File: src/rtl/ii_gen_pkg.sv
// ---------------------------------------------------------------------------
// ii_gen_pkg
//
// Shared definitions for the integral-image datapath (ii_gen, stddev,
// window_sum):
//   - EOT_ROW / EOT_FRAME : bit positions inside the 2-bit end-of-transfer tag
//   - W_EOT               : width of the end-of-transfer tag
//   - min_w_ii()          : minimum bit width that holds a full-window sum
//   - min_w_sii()         : minimum bit width that holds a full-window sum of
//                           squared pixels
// ---------------------------------------------------------------------------
package ii_gen_pkg;

  localparam int W_EOT     = 2;
  localparam int EOT_ROW   = 0;  // last column of a row
  localparam int EOT_FRAME = 1;  // last pixel of the window

  // Smallest width that can represent ww*wh*(2**wpix-1) without wrapping.
  function automatic int min_w_ii(input int ww, input int wh, input int wpix);
    longint max_pix;
    longint max_sum;
    max_pix = (longint'(1) << wpix) - 1;
    max_sum = longint'(ww) * longint'(wh) * max_pix;
    return $clog2(max_sum + 1);
  endfunction

  // Smallest width that can represent ww*wh*(2**wpix-1)**2 without wrapping.
  function automatic int min_w_sii(input int ww, input int wh, input int wpix);
    longint max_pix;
    longint max_sum;
    max_pix = (longint'(1) << wpix) - 1;
    max_sum = longint'(ww) * longint'(wh) * max_pix * max_pix;
    return $clog2(max_sum + 1);
  endfunction

endpackage

File: src/rtl/ii_gen_if.sv
// ---------------------------------------------------------------------------
// ii_gen_if
//
// Stream bundle around ii_gen: one pixel input channel and two lockstep
// output channels (ii and sii), each with valid/ready flow control.
//
//   pix_valid/pix_ready/pix_data : raster-order pixel input
//   ii_valid/ii_ready/ii_data    : integral-image output
//   ii_eot                       : bit EOT_ROW = end of row, EOT_FRAME = end of window
//   sii_valid/sii_ready/sii_data : squared integral-image output
//   sii_eot                      : same encoding as ii_eot
//
// Modports:
//   master : the environment around the generator (drives pixels, consumes
//            ii/sii)
//   slave  : the generator itself (ii_gen)
// ---------------------------------------------------------------------------
interface ii_gen_if
  import ii_gen_pkg::*;
#(
  parameter int W_PIX = 8,
  parameter int W_II  = 18,
  parameter int W_SII = 26
);

  logic             pix_valid;
  logic             pix_ready;
  logic [W_PIX-1:0] pix_data;

  logic             ii_valid;
  logic             ii_ready;
  logic [W_II-1:0]  ii_data;
  logic [W_EOT-1:0] ii_eot;

  logic             sii_valid;
  logic             sii_ready;
  logic [W_SII-1:0] sii_data;
  logic [W_EOT-1:0] sii_eot;

  modport master (
    output pix_valid, pix_data, ii_ready, sii_ready,
    input  pix_ready, ii_valid, ii_data, ii_eot, sii_valid, sii_data, sii_eot
  );

  modport slave (
    input  pix_valid, pix_data, ii_ready, sii_ready,
    output pix_ready, ii_valid, ii_data, ii_eot, sii_valid, sii_data, sii_eot
  );

endinterface

File: src/rtl/ii_row_buffer.sv
// ---------------------------------------------------------------------------
// ii_row_buffer
//
// DEPTH x W register array holding the previous row's integral values.
// Read is combinational, write is synchronous, so a read and a write to the
// same entry in one cycle returns the old contents. No reset: every entry is
// written during row 0 of a window before it is read, and row 0 ignores the
// read data.
//
//   clk   : clock
//   we    : write enable
//   waddr : write index
//   wdata : write data
//   raddr : read index
//   rdata : read data (combinational)
// ---------------------------------------------------------------------------
module ii_row_buffer #(
  parameter int DEPTH = 24,
  parameter int W     = 18,
  parameter int AW    = $clog2(DEPTH)
) (
  input  logic          clk,
  input  logic          we,
  input  logic [AW-1:0] waddr,
  input  logic [W-1:0]  wdata,
  input  logic [AW-1:0] raddr,
  output logic [W-1:0]  rdata
);

  logic [W-1:0] mem [DEPTH];

  always_ff @(posedge clk) begin
    if (we) begin
      mem[waddr] <= wdata;
    end
  end

  assign rdata = mem[raddr];

endmodule

File: src/rtl/ii_gen.sv
// ---------------------------------------------------------------------------
// ii_gen
//
// Streaming integral-image generator for one WINDOW_WIDTH x WINDOW_HEIGHT
// detection window. Every accepted pixel p at (col,row) produces
//   ii(col,row)  = sum of p      over all (x<=col, y<=row)
//   sii(col,row) = sum of p*p    over all (x<=col, y<=row)
// on two output channels that are loaded together but drain independently.
//
// Ports:
//   clk : clock
//   rst : synchronous active-high reset
//   io  : ii_gen_if.slave (pixel input, ii and sii outputs with eot tags)
// ---------------------------------------------------------------------------
module ii_gen
  import ii_gen_pkg::*;
#(
  parameter int W_PIX         = 8,
  parameter int WINDOW_WIDTH  = 24,
  parameter int WINDOW_HEIGHT = 24,
  parameter int W_II          = 18,
  parameter int W_SII         = 26
) (
  input logic     clk,
  input logic     rst,
  ii_gen_if.slave io
);

  localparam int CW = $clog2(WINDOW_WIDTH);
  localparam int RW = $clog2(WINDOW_HEIGHT);
  localparam logic [CW-1:0] COL_LAST = CW'(WINDOW_WIDTH - 1);
  localparam logic [RW-1:0] ROW_LAST = RW'(WINDOW_HEIGHT - 1);

  // Reject output widths that could wrap for a full window of max pixels.
  if (W_II < min_w_ii(WINDOW_WIDTH, WINDOW_HEIGHT, W_PIX)) begin : g_bad_w_ii
    $error("ii_gen: W_II too small for the window and pixel width");
  end
  if (W_SII < min_w_sii(WINDOW_WIDTH, WINDOW_HEIGHT, W_PIX)) begin : g_bad_w_sii
    $error("ii_gen: W_SII too small for the window and pixel width");
  end

  logic [CW-1:0]      col;
  logic [RW-1:0]      row;
  logic [W_II-1:0]    row_sum;
  logic [W_SII-1:0]   row_sq;

  logic               accept;
  logic               last_col;
  logic               last_row;
  logic [2*W_PIX-1:0] pix_ext;
  logic [2*W_PIX-1:0] pix_sq;
  logic [W_II-1:0]    row_sum_new;
  logic [W_SII-1:0]   row_sq_new;
  logic [W_II-1:0]    buf_ii_rd;
  logic [W_SII-1:0]   buf_sii_rd;
  logic [W_II-1:0]    prev_ii;
  logic [W_SII-1:0]   prev_sii;
  logic [W_II-1:0]    ii_new;
  logic [W_SII-1:0]   sii_new;
  logic [W_EOT-1:0]   eot_new;

  logic               ii_valid_q;
  logic [W_II-1:0]    ii_data_q;
  logic [W_EOT-1:0]   ii_eot_q;
  logic               sii_valid_q;
  logic [W_SII-1:0]   sii_data_q;
  logic [W_EOT-1:0]   sii_eot_q;

  // A new pixel can only be taken when both output registers will be free
  // after this edge; the two channels share one pixel so they must not skew.
  assign io.pix_ready = (!ii_valid_q || io.ii_ready) && (!sii_valid_q || io.sii_ready);
  assign accept       = io.pix_valid && io.pix_ready;

  assign last_col = (col == COL_LAST);
  assign last_row = (row == ROW_LAST);

  always_comb begin
    pix_ext = {{W_PIX{1'b0}}, io.pix_data};
    pix_sq  = pix_ext * pix_ext;

    // Column 0 starts a fresh row sum; stale row_sum from the previous row is dropped.
    row_sum_new = ((col == '0) ? '0 : row_sum) + W_II'(io.pix_data);
    row_sq_new  = ((col == '0) ? '0 : row_sq)  + W_SII'(pix_sq);

    // Row 0 ignores the buffer, which isolates each window from the last one.
    prev_ii  = (row == '0) ? '0 : buf_ii_rd;
    prev_sii = (row == '0) ? '0 : buf_sii_rd;

    ii_new  = prev_ii  + row_sum_new;
    sii_new = prev_sii + row_sq_new;

    eot_new            = '0;
    eot_new[EOT_ROW]   = last_col;
    eot_new[EOT_FRAME] = last_col && last_row;
  end

  ii_row_buffer #(
    .DEPTH (WINDOW_WIDTH),
    .W     (W_II),
    .AW    (CW)
  ) u_buf_ii (
    .clk   (clk),
    .we    (accept),
    .waddr (col),
    .wdata (ii_new),
    .raddr (col),
    .rdata (buf_ii_rd)
  );

  ii_row_buffer #(
    .DEPTH (WINDOW_WIDTH),
    .W     (W_SII),
    .AW    (CW)
  ) u_buf_sii (
    .clk   (clk),
    .we    (accept),
    .waddr (col),
    .wdata (sii_new),
    .raddr (col),
    .rdata (buf_sii_rd)
  );

  always_ff @(posedge clk) begin
    if (rst) begin
      col     <= '0;
      row     <= '0;
      row_sum <= '0;
      row_sq  <= '0;
    end else if (accept) begin
      row_sum <= row_sum_new;
      row_sq  <= row_sq_new;
      if (last_col) begin
        col <= '0;
        row <= last_row ? '0 : row + RW'(1);
      end else begin
        col <= col + CW'(1);
      end
    end
  end

  // A new accept overrides a same-cycle handshake so the fresh word is not lost.
  always_ff @(posedge clk) begin
    if (rst) begin
      ii_valid_q <= 1'b0;
      ii_data_q  <= '0;
      ii_eot_q   <= '0;
    end else if (accept) begin
      ii_valid_q <= 1'b1;
      ii_data_q  <= ii_new;
      ii_eot_q   <= eot_new;
    end else if (io.ii_ready) begin
      ii_valid_q <= 1'b0;
    end
  end

  always_ff @(posedge clk) begin
    if (rst) begin
      sii_valid_q <= 1'b0;
      sii_data_q  <= '0;
      sii_eot_q   <= '0;
    end else if (accept) begin
      sii_valid_q <= 1'b1;
      sii_data_q  <= sii_new;
      sii_eot_q   <= eot_new;
    end else if (io.sii_ready) begin
      sii_valid_q <= 1'b0;
    end
  end

  assign io.ii_valid  = ii_valid_q;
  assign io.ii_data   = ii_data_q;
  assign io.ii_eot    = ii_eot_q;
  assign io.sii_valid = sii_valid_q;
  assign io.sii_data  = sii_data_q;
  assign io.sii_eot   = sii_eot_q;

endmodule

File: src/flat_wrapper.sv
// flat-port wrapper written by rule: the top's interface ports become plain ports
module ii_gen_flat import ii_gen_pkg::*;
#(
  parameter int W_PIX         = 8,
  parameter int WINDOW_WIDTH  = 24,
  parameter int WINDOW_HEIGHT = 24,
  parameter int W_II          = 18,
  parameter int W_SII         = 26
)
  (clk, rst, io_pix_valid, io_pix_data, io_ii_ready, io_sii_ready, io_pix_ready, io_ii_valid, io_ii_data, io_ii_eot, io_sii_valid, io_sii_data, io_sii_eot);
  ii_gen_if #(.W_PIX(W_PIX), .W_II(W_II), .W_SII(W_SII)) io_i ();
  input logic clk;
  input logic rst;
  input wire logic [$bits(io_i.pix_valid)-1:0] io_pix_valid;
  input wire logic [$bits(io_i.pix_data)-1:0] io_pix_data;
  input wire logic [$bits(io_i.ii_ready)-1:0] io_ii_ready;
  input wire logic [$bits(io_i.sii_ready)-1:0] io_sii_ready;
  output wire logic [$bits(io_i.pix_ready)-1:0] io_pix_ready;
  output wire logic [$bits(io_i.ii_valid)-1:0] io_ii_valid;
  output wire logic [$bits(io_i.ii_data)-1:0] io_ii_data;
  output wire logic [$bits(io_i.ii_eot)-1:0] io_ii_eot;
  output wire logic [$bits(io_i.sii_valid)-1:0] io_sii_valid;
  output wire logic [$bits(io_i.sii_data)-1:0] io_sii_data;
  output wire logic [$bits(io_i.sii_eot)-1:0] io_sii_eot;
  assign io_i.pix_valid = io_pix_valid;
  assign io_i.pix_data = io_pix_data;
  assign io_i.ii_ready = io_ii_ready;
  assign io_i.sii_ready = io_sii_ready;
  assign io_pix_ready = io_i.pix_ready;
  assign io_ii_valid = io_i.ii_valid;
  assign io_ii_data = io_i.ii_data;
  assign io_ii_eot = io_i.ii_eot;
  assign io_sii_valid = io_i.sii_valid;
  assign io_sii_data = io_i.sii_data;
  assign io_sii_eot = io_i.sii_eot;
  ii_gen #(.W_PIX(W_PIX), .WINDOW_WIDTH(WINDOW_WIDTH), .WINDOW_HEIGHT(WINDOW_HEIGHT), .W_II(W_II), .W_SII(W_SII)) u_core (.clk(clk), .rst(rst), .io(io_i));
endmodule
File: config.mk
export PLATFORM = sky130hd
export DESIGN_NAME = ii_gen_flat
export DESIGN_NICKNAME = d
export VERILOG_FILES = /design/src/rtl/ii_gen_pkg.sv /design/src/rtl/ii_gen_if.sv /design/src/rtl/ii_row_buffer.sv /design/src/rtl/ii_gen.sv /design/src/flat_wrapper.sv
export SDC_FILE = /design/constraint.sdc
export NUM_CORES = 1
export LEC_CHECK = 0
export BUFFER_PORTS_ARGS = -buffer_cell sky130_fd_sc_hd__buf_4
export CAP_MARGIN = 20
export CORE_ASPECT_RATIO = 1.4
export CORE_MARGIN = 2
export CORE_UTILIZATION = 30
export CTS_CLUSTER_SIZE = 10
export DETAILED_ROUTE_END_ITERATION = 10
export GPL_ROUTABILITY_DRIVEN = 0
export MAX_ROUTING_LAYER = met4
export PLACE_DENSITY_LB_ADDON = 0.3
export SLEW_MARGIN = 0
export SYNTH_ARGS = -nofsm -noshare
export SYNTH_HDL_FRONTEND = slang
export SYNTH_HIERARCHICAL = 1
export SYNTH_SLANG_ARGS = --single-unit
File: constraint.sdc
create_clock -name clk -period 9.5 [get_ports clk]
set_input_delay 0.95 -clock clk [delete_from_list [all_inputs] [get_ports clk]]
set_output_delay 0.95 -clock clk [all_outputs]
set_load 0.01 [all_outputs]
# Yosys cells after proc, flatten, opt, wreduce, memory -nomap -nowiden

Memory sizes are Yosys's and may differ from the RTL's. A register that Yosys moved wholly into a read port is not among the register bits.
Index checks and enable logic that the tools add are counted.

Register bits: 102
Latch bits: 0
Memory bits (writable): 1056
ROM bits: 0
Input port bits: 13
Output and inout bits: 51
Memories: 2

Memory list:

| name                 | words | bits a word | rd ports | clocked after Yosys merged registers in | write ports | line                | source |
|---|---|---|---|---|---|---|---|
| u_core.u_buf_sii.mem | 24    | 26          | 1        | 1                                       | 1           | ii_row_buffer.sv:30 | `logic [W-1:0] mem [DEPTH];` |
| u_core.u_buf_ii.mem  | 24    | 18          | 1        | 1                                       | 1           | ii_row_buffer.sv:30 |  |

Add/sub/neg operators: 6
Multiply operators: 1
Divide/modulo/power cells: 0
$lt $le $gt $ge: 0
Equality and inequality tests: 2
Shifts and indexed selects: 0
Mux-type cells: 16
Bitwise operators: 0
Reductions and logical operators: 12

Operators with widths:

| kind                | count |
|---|---|
| $mux 26             | 2 |
| $mux 18             | 2 |
| $mux 5              | 6 |
| $add 26x16->26      | 1 |
| $add 26x26->26      | 1 |
| $add 18x18->18      | 1 |
| $add 18x8->18       | 1 |
| $mul 8x8->16        | 1 |
| $add 5x1->5 const B | 2 |
| $eq 5x5->1 const B  | 2 |
| $logic_not 5->1     | 2 |
| $mux 1              | 6 |
| $reduce_bool 2->1   | 2 |
| $logic_and 1x1->1   | 3 |
| $logic_not 1->1     | 2 |
| $logic_or 1x1->1    | 2 |
| $reduce_and 2->1    | 1 |

# Depth between registers and ports, before layout

Gate-level depths: netlist of the first run.

Depth after elaboration: 6
Gate-level depth with buffers: 32

# Cells and area by module

Netlist of the first run, hierarchy kept.

By module, submodules not included:

| module                           | times used | cells an instance | area an instance (µm²) | sequential area each (µm²) |
|---|---|---|---|---|
| ii_row_buffer (u_core.u_buf_sii) | 1          | 1240              | 24333.3                | 18738.0 |
| ii_row_buffer (u_core.u_buf_ii)  | 1          | 790               | 16718.5                | 12972.4 |
| ii_gen                           | 1          | 1238              | 9547.9                 | 2042.0 |

# Worst setup path before layout of the first run

OpenSTA, ideal clock, no wires.

Path kind: register -> register
Start point: register u_core.col[1]
End point: memory u_core/u_buf_sii/mem[0][23] (netlist name) (data pin)
Setup time: 0.349 ns
Arrival: 7.276 ns
Path slack: 1.875 ns
Cell stages (with the launch flop): 31
Path buffers: 2
Period minus slack after synthesis: 7.625 ns
Cell sequence: dfxtp_1 -> inv_1 -> ha_1 -> or4b_4 -> clkbuf_1 -> clkbuf_1 -> and2_1 -> fa_1 -> inv_1 -> fa_1 -> inv_1 -> ha_1 -> inv_1 -> fa_1 -> inv_1 -> ha_1 -> a21o_1 -> a21oi_1 -> o21bai_1 -> a31oi_1 -> o21bai_1 -> a21oi_1 -> xnor2_1 -> ha_1 -> a21o_1 -> a21o_1 -> a2111oi_0 -> o211ai_1 -> nand2_1 -> o31ai_1 -> xnor2_1

Longest elaborated chain between the ends: 4

Ends and longest elaborated chain:

| element                   | line                | source |
|---|---|---|
| from (decl)               | ii_gen.sv:42        | `logic [CW-1:0] col;` |
| from (signal assigned)    | ii_gen.sv:136       | `col <= col + CW'(1);` |
| $logic_not 5->1           | ii_gen.sv:83        | `row_sq_new = ((col == '0) ? '0 : row_sq) + W_SII'(pix_sq);` |
| $mux 26                   | ii_gen.sv:83        |  |
| $add 26x16->26            | ii_gen.sv:83        |  |
| via u_core.row_sq_new[14] | ii_gen.sv:53        | `logic [W_SII-1:0] row_sq_new;` |
| $add 26x26->26            | ii_gen.sv:90        | `sii_new = prev_sii + row_sq_new;` |
| via u_core.sii_new[23]    | ii_gen.sv:59        | `logic [W_SII-1:0] sii_new;` |
| to (decl)                 | ii_row_buffer.sv:30 |  |

The timed path passes the listed nets, and every way through them passes these cells.

# Final worst setup path of the first run

Start point: register u_core.col[1]
End point: memory u_core/u_buf_sii/mem[17][21] (netlist name) (data pin)

The elaborated chain is that of the path after synthesis.

==> run metrics, run 1 <==
status=finished clean; RSZ-0062 raised after global routing=false; setup TNS=0 ps; number of antenna violations at the first check in global routing=3; clock tree from TritonCTS=done; drc violations=0; setup fix buffers added after clock tree synthesis=0; gr usage total=16.3%; GRT met3 Usage=3.16%; Die Ht=490 um; root cell of the clock tree=sky130_fd_sc_hd__clkbuf_16; buffers and inverters on the worst path=5; maximum fanout along the worst path=41; remaining number of nets flagged by the antenna check after routing=0; area post-placement=0.0543 sq mm; Max Clock Freq=121 MHz; Slew @ Worst Pin=1050 ps; Die Footprint=0.172 sq mm; Worst Path Required=9900 ps; number of enable-type register cells in the synthesized netlist=1056; cell family contributing the most delay on the critical path=adder cells; Crit path largest cell delay=840 ps; post-route clock skew=44.0 ps; cell type of the slowest stage on the worst timing path=sky130_fd_sc_hd__xnor2_2; Initial Util=30.2%; # H-tree levels=4; DR iter-0 viols=2448; post-route minimum period=8260 ps; critical setup path kind=reg -> reg; final hold viol count=0; number of buffers inserted for hold repair after clock tree synthesis=0; count of instances resized after the clock tree is built=0; top_reg_cell synth=sky130_fd_sc_hd__edfxtp_1; sequential share of the synthesized area=66.7%; met2 usage in global routing=27.6%; remaining max-slew budget at the tightest pin=29.5%; dominant cell type by count on the critical path=sky130_fd_sc_hd__inv_1; Mapped Avg Cell Area=15.5 sq um; Top Usage Layer GRT=met2; vias in the first global route=29400; Clock Tree Buf Depth=3; worst IR drop on VDD=0.000181 V; total length of routed wires=136 mm; largest net degree at the start of global routing=88; vias post-DR=28800; Overflow after GRT=0; clock buffers created by TritonCTS=137; wire length of the first global-routing pass=200 mm; Worst-path clk slew=60 ps; Std-Cell Rows=178; ys async rst share=0%; category of the worst setup path capture point=register; post-route standard cell area excluding fillers=0.0584 sq mm; kind of start point of the critical path=register; post-synth cell types=79; fillers=16000; die width=351 um; number of instances in the synthesized netlist=3268; number of pins with negative max-slew slack in the final report=0; met1 track utilization from global routing=19.9%; Crit path arrival time=8660 ps; Net Count, Synth=3417; PwrDens=231 mW/mm^2; number of port buffers=63; wire length per cell after detailed routing=23.7 um; synthesis-to-layout area growth=15.4%; worst-skew pair later-pin latency=780 ps; Cell Area, Synth=0.0506 sq mm; YS warnings=6; DPL Wire Length=83.7 mm; area inside the core boundary=0.168 sq mm; io pins=64; share of the clock period used by the worst path=87.0%; clk sinks=1158; P_leak=0.0193 uW; average vias per placed instance=5.01; Hold/Removal Path Class=reg -> reg; Final Net Count=3561; max capacitance violation total=0; share of layout cells above drive strength 1=16.0%; number of optimization iterations in the first detailed-route pass=5; register bit total from synthesis=1158; Setup Viol. Count Final=0
layout by cell type, fill, tap and decap left out, drive strengths merged, types with 9 or more instances in the layout:
master	count
a2bb2oi	18
and2	52
buf	180
dfxtp	102
nand4	39
o21a	20
a211oi	10
ha	96
fa	40
clkbuf	210
inv	99
a21o	36
o21ai	55
mux2	27
xnor2	51
or3	9
edfxtp	1056
o211ai	24
nor2	116
a22oi	84
o311ai	21
nor2b	55
mux2i	285
mux4	132
nand2	281
nand3	97
nand3b	10
xor2	28
nor3	26
a21oi	116
o21bai	9
layout make-up:
type	instances	area (sq um)	share of cell area, %
multi-input combinational	1842	16000	27.3
timing repair buffer	181	1470	2.52
clock buffer	209	3760	6.44
antenna	3	7.51	0.0129
clock inverter	18	265	0.454
tap	2250	2820	4.82
sequential	1158	33800	57.8
inverter	92	348	0.596
metal layers:
metal / vias up / share of wire (%)
met1: 15000 / 42
met4: 0 / 2.2
met3: 176 / 5.1
li1: 12900 / -
met2: 705 / 51
met5: - / 0
power by group:
part	internal [uW]	leakage [uW]	switching, uW
combinational	829	0.00697	1620
sequential	6220	0.0104	45.3
clock	2760	0.00192	2030
total	9810	0.0193	3700
tightest hold or removal path, cell delays in order, from the launching register on:
cell                      delay [ps]
sky130_fd_sc_hd__dfxtp_1         300
sky130_fd_sc_hd__nand2_1          50
sky130_fd_sc_hd__a21oi_1          50
flip-flops by register name (all words and copies together) (netlist names):
name and cells:
u_core/io.sii_valid 1, u_core/u_buf_sii/mem 624, u_core/row_sum 18, u_core/col 5, u_core/io.ii_valid 1, u_core/row_sq 26
u_core/io.sii_eot 2, u_core/io.ii_data 18, u_core/row 5, u_core/u_buf_ii/mem 432, u_core/io.sii_data 26
final timing paths:
path              slack, ps              from  cells past startpoint                           end
hold reg to reg         450  u_core/row_sq[8]                      2              u_core/row_sq[8]
hold / removal          450  u_core/row_sq[8]                      2              u_core/row_sq[8]
setup / recovery       1240     u_core/col[1]                     26  u_core/u_buf_sii/mem[17][21]
setup reg to reg       1240     u_core/col[1]                     26  u_core/u_buf_sii/mem[17][21]
cell usage after synthesis, types with 39 or more instances:
master	instances	area share, %
sky130_fd_sc_hd__o21ai_0	54	0.53
sky130_fd_sc_hd__a21oi_1	116	1.1
sky130_fd_sc_hd__and2_1	51	0.63
sky130_fd_sc_hd__nor2b_1	55	0.68
sky130_fd_sc_hd__xnor2_1	51	0.88
sky130_fd_sc_hd__ha_1	96	2.4
sky130_fd_sc_hd__dfxtp_1	102	4.0
sky130_fd_sc_hd__nand4_1	39	0.48
sky130_fd_sc_hd__clkbuf_1	90	0.67
sky130_fd_sc_hd__fa_1	40	1.6
sky130_fd_sc_hd__inv_1	90	0.67
sky130_fd_sc_hd__edfxtp_1	1056	63
sky130_fd_sc_hd__nor2_1	116	0.86
sky130_fd_sc_hd__nand2_1	281	2.1
sky130_fd_sc_hd__a22oi_1	84	1.2
sky130_fd_sc_hd__nand3_1	97	0.96
sky130_fd_sc_hd__mux2i_1	285	5.6
sky130_fd_sc_hd__mux4_2	100	4.5
through the flow:
stage / utilization, % / cells / hold slack, ps / setup WS [ps] / total power, uW
after global placement: 32.3 / 5509 / 437 / 1350 / 8720
after floorplan: - / 3268 / 432 / 1870 / 7890
after global routing: 34.8 / 5753 / 468 / 710 / 14100
final: 34.8 / 5753 / 448 / 1240 / 13500
after detailed placement: 32.4 / 5514 / 442 / 1290 / 8770
after CTS: 34.8 / 5741 / 423 / 1190 / 13600
cells by family (layout without fill, tap and decap cells):
group,after synthesis,after routing,synth area share (%)
AOI/OAI and AO/OA,446,446,5.98
other,0,3,0
xor gates and xnor gates,79,79,1.37
adders and majority gates,136,136,3.96
buffers and inverters,268,500,2.61
DFF,1158,1158,66.7
muxes,444,444,12.4
and+or+nand+nor,737,737,7.03
No activity file was read; power rests on OpenSTA's default activity.
==> run 2: changes to the inputs <==
Settings changed: ABC_AREA set to 1, GPL_TIMING_DRIVEN set to 0.
==> run 2 against run 1 <==
Compared with the run above: routed wire length increased by 24%; synthesized cell count increased by 66%; setup slack got worse by 360 ps; global-route usage increased by 2.3 points; total power increased by 15%; combinational power increased by 78%; critical path type unchanged; largest cell class unchanged; largest power group unchanged.
==> run metrics, run 2 <==
drc violations=0 (unchanged); vias in the first global route=38100 (was 29400); buffers and inverters on the worst path=9 (was 5); fraction of post-synthesis cell area in the top cell type by area=58.5% (was 62.7%); most common cell after layout, fill and taps aside=sky130_fd_sc_hd__nand2_1 (was sky130_fd_sc_hd__edfxtp_1); die width=363 um (was 351 um); number of enable-type register cells in the synthesized netlist=1056 (unchanged); top register by number of flip-flops=u_core/u_buf_sii/mem (unchanged); worst IR drop on VDD=0.000332 V (was 0.000181 V); critical setup path kind=reg -> reg (unchanged); dominant cell by count in the synthesized netlist=sky130_fd_sc_hd__nand2_1 (was sky130_fd_sc_hd__edfxtp_1); synthesis-to-layout area growth=17.1% (was 15.4%); sequential share of the synthesized area=62.2% (was 66.7%); PwrDens=244 mW/mm^2 (was 231 mW/mm^2); setup TNS=0 ps (unchanged); maximum fanout along the worst path=19 (was 41); Initial Util=30.2% (about the same); final hold viol count=0 (unchanged); Cell Area, Synth=0.0542 sq mm (was 0.0506 sq mm); Setup Viol. Count Final=0 (unchanged); register bit total from synthesis=1158 (unchanged); post-route clock skew=36.0 ps (was 44.0 ps); number of instances in the synthesized netlist=5435 (was 3268); share of layout cells above drive strength 1=9.36% (was 16.0%); most common library cells after synthesis=1239 x sky130_fd_sc_hd__nand2_1, 1056 x sky130_fd_sc_hd__edfxtp_1, 853 x sky130_fd_sc_hd__inv_1, 635 x sky130_fd_sc_hd__nand3_1, 445 x sky130_fd_sc_hd__nor2_1 (was 1056 x sky130_fd_sc_hd__edfxtp_1, 285 x sky130_fd_sc_hd__mux2i_1, 281 x sky130_fd_sc_hd__nand2_1, 116 x sky130_fd_sc_hd__a21oi_1, 116 x sky130_fd_sc_hd__nor2_1); number of pins with negative max-slew slack in the final report=0 (unchanged); final-layout worst hold slack=460 ps (was 448 ps); clock tree from TritonCTS=done (unchanged); clk sinks=1158 (unchanged); Net Count, Synth=5584 (was 3417); most frequent cells in the layout=1239 x sky130_fd_sc_hd__nand2_1, 1056 x sky130_fd_sc_hd__edfxtp_1, 853 x sky130_fd_sc_hd__inv_1, 635 x sky130_fd_sc_hd__nand3_1, 399 x sky130_fd_sc_hd__nor2_1 (was 1056 x sky130_fd_sc_hd__edfxtp_1, 285 x sky130_fd_sc_hd__mux2i_1, 280 x sky130_fd_sc_hd__nand2_1, 165 x sky130_fd_sc_hd__buf_4, 139 x sky130_fd_sc_hd__clkbuf_16); dominant cells by area after synthesis=sky130_fd_sc_hd__edfxtp_1 58%, sky130_fd_sc_hd__nand2_1 8.6%, sky130_fd_sc_hd__inv_1 5.9%, sky130_fd_sc_hd__nand3_1 5.9%, sky130_fd_sc_hd__dfxtp_1 3.8% (was sky130_fd_sc_hd__edfxtp_1 63%, sky130_fd_sc_hd__mux2i_1 5.6%, sky130_fd_sc_hd__mux4_2 4.5%, sky130_fd_sc_hd__dfxtp_1 4.0%, sky130_fd_sc_hd__ha_1 2.4%); remaining number of nets flagged by the antenna check after routing=0 (unchanged); status=finished clean (unchanged); RR Endpoint=u_core/u_buf_sii/mem[2][25] (was u_core/u_buf_sii/mem[17][21]); category of the worst setup path capture point=register (unchanged); Crit path arrival time=9110 ps (was 8660 ps); number of port buffers=62 (was 63); remaining max-slew budget at the tightest pin=26.4% (was 29.5%); area inside the core boundary=0.180 sq mm (was 0.168 sq mm); average vias per placed instance=4.80 (was 5.01); max capacitance violation total=0 (unchanged); post-synth cell types=48 (was 79); cell family contributing the most delay on the critical path=adder cells (unchanged); cell taking the most area after synthesis=sky130_fd_sc_hd__edfxtp_1 (unchanged); Die Footprint=0.184 sq mm (was 0.172 sq mm); Finished Layout Cells=8099 (was 5753); ys async rst share=0% (unchanged); Hold/Removal Path Class=reg -> reg (unchanged); # H-tree levels=4 (unchanged); post-route minimum period=8620 ps (was 8260 ps); YS warnings=6 (unchanged); Overflow after GRT=0 (unchanged); Die Ht=507 um (was 490 um); total length of routed wires=169 mm (was 136 mm); P_leak=0.0263 uW (was 0.0193 uW); wire length of the first global-routing pass=246 mm (was 200 mm); dominant cell type by count on the critical path=sky130_fd_sc_hd__nand2_1 (was sky130_fd_sc_hd__inv_1); number of antenna violations at the first check in global routing=3 (unchanged); root cell of the clock tree=sky130_fd_sc_hd__clkbuf_16 (unchanged); clock buffers created by TritonCTS=135 (was 137); Clock Tree Buf Depth=3 (unchanged); worst hold path cell count=2 (unchanged); Slew @ Worst Pin=1100 ps (was 1050 ps); Std-Cell Rows=184 (was 178); reg2reg path depth=34 (was 26); total placed cells including tap cells=7894 (was 5514); Crit path largest cell delay=980 ps (was 840 ps); share of the clock period used by the worst path=90.8% (was 87.0%); DPL Wire Length=122 mm (was 83.7 mm); DR iter-0 viols=3286 (was 2448); gr usage total=18.6% (was 16.3%); destination of the worst hold path=u_core/row_sq[4] (was u_core/row_sq[8]); setup slack on the worst flop-to-flop path=880 ps (was 1240 ps); Worst Path Required=9990 ps (was 9900 ps); final total power=15500 uW (was 13500 uW); setup fix buffers added after clock tree synthesis=0 (unchanged); biggest registers after layout=u_core/u_buf_sii/mem x624, u_core/u_buf_ii/mem x432 (unchanged); Final Net Count=5857 (was 3561); hold wc startpoint=u_core/row_sq[4] (was u_core/row_sq[8]); top_reg_cell synth=sky130_fd_sc_hd__edfxtp_1 (unchanged); number of optimization iterations in the first detailed-route pass=6 (was 5); Max Clock Freq=116 MHz (was 121 MHz); number of buffers inserted for hold repair after clock tree synthesis=0 (unchanged); wire length per cell after detailed routing=20.9 um (was 23.7 um); RR Startpoint=u_core/col[1] (unchanged); core utilization of the finished layout=35.4% (was 34.8%); kind of start point of the critical path=register (unchanged); vias post-DR=38900 (was 28800); worst-skew pair later-pin latency=770 ps (was 780 ps); io pins=64 (unchanged); max reg flops=624 (unchanged); cell type of the slowest stage on the worst timing path=sky130_fd_sc_hd__dfxtp_1 (was sky130_fd_sc_hd__xnor2_2); Mapped Avg Cell Area=9.98 sq um (was 15.5 sq um); count of instances resized after the clock tree is built=0 (unchanged); RSZ-0062 raised after global routing=false (unchanged); Worst-path clk slew=60 ps (about the same); largest net degree at the start of global routing=27 (was 88)
[run 2: through the flow]
step	cell area (sq um)	worst slack, ps
floorplan	54200	2720
global placement	57600	-1300
detailed placement	59700	630
CTS	63500	586
global route	63500	367
finish	63500	877
[run 2: kinds of logic after synthesis]
logic type,Yosys count,synth area share [%]
and+or+nand+nor,2377,18.3
DFF,1158,62.2
xor gates and xnor gates,75,1.21
adders and majority gates,136,3.69
AOI/OAI and AO/OA,558,5.91
buffers and inverters,1131,8.69
[run 2: worst max-delay path by stage]
stage / from / end / slack [ps] / depth (start not counted)
final: u_core/col[1] / u_core/u_buf_sii/mem[2][25] / 880 / 34
after global routing: u_core/col[1] / u_core/u_buf_sii/mem[2][25] / 370 / 34
after CTS: u_core/col[1] / u_core/u_buf_sii/mem[0][24] / 590 / 30
after detailed placement: u_core/col[1] / u_core/io.sii_data[24] / 630 / 32
after global placement: u_core/col[1] / u_core/u_buf_sii/mem[13][12] / -1300 / 27
after floorplan: u_core/col[0] / u_core/u_buf_sii/mem[0][23] / 2720 / 30
[run 2: tightest hold or removal path, delay by kind of cell (launching register included)]
| kind | cells | cell delay, ps |
|---|---|---|
| buffers and inverters | 1 | 60 |
| AOI/OAI and AO/OA | 1 | 50 |
| DFF | 1 | 300 |
[run 2: where the power goes]
part	total [uW]	leakage (uW)	internal, uW	switching (uW)
Combinational	4350	0.0139	1260	3090
Clock	4670	0.00185	2630	2040
Sequential	6500	0.0105	6450	52.1
[run 2: layout make-up]
cell class                      instances  area, sq um
Buffer                                263         1450
Clock inverter                         19          239
Inverter                              868         3270
Tap cell                             2325         2910
Fill cell                           17900       116000
Timing Repair Buffer                  136         1850
Antenna cell                            4         10.0
Clock buffer                          180         3580
Multi-Input combinational cell       3146        16500
Sequential cell                      1158        33800
[run 2: per-layer routing]
metal | global-route usage [%] | vias to the layer above | part of all wire [%]
met3 | 2.26 | 360 | 4.9
li1 | - | 18400 | -
met1 | 20.6 | 18900 | 38
met2 | 32.6 | 1252 | 51
met4 | 10.0 | 0 | 5.8
met5 | - | - | 0
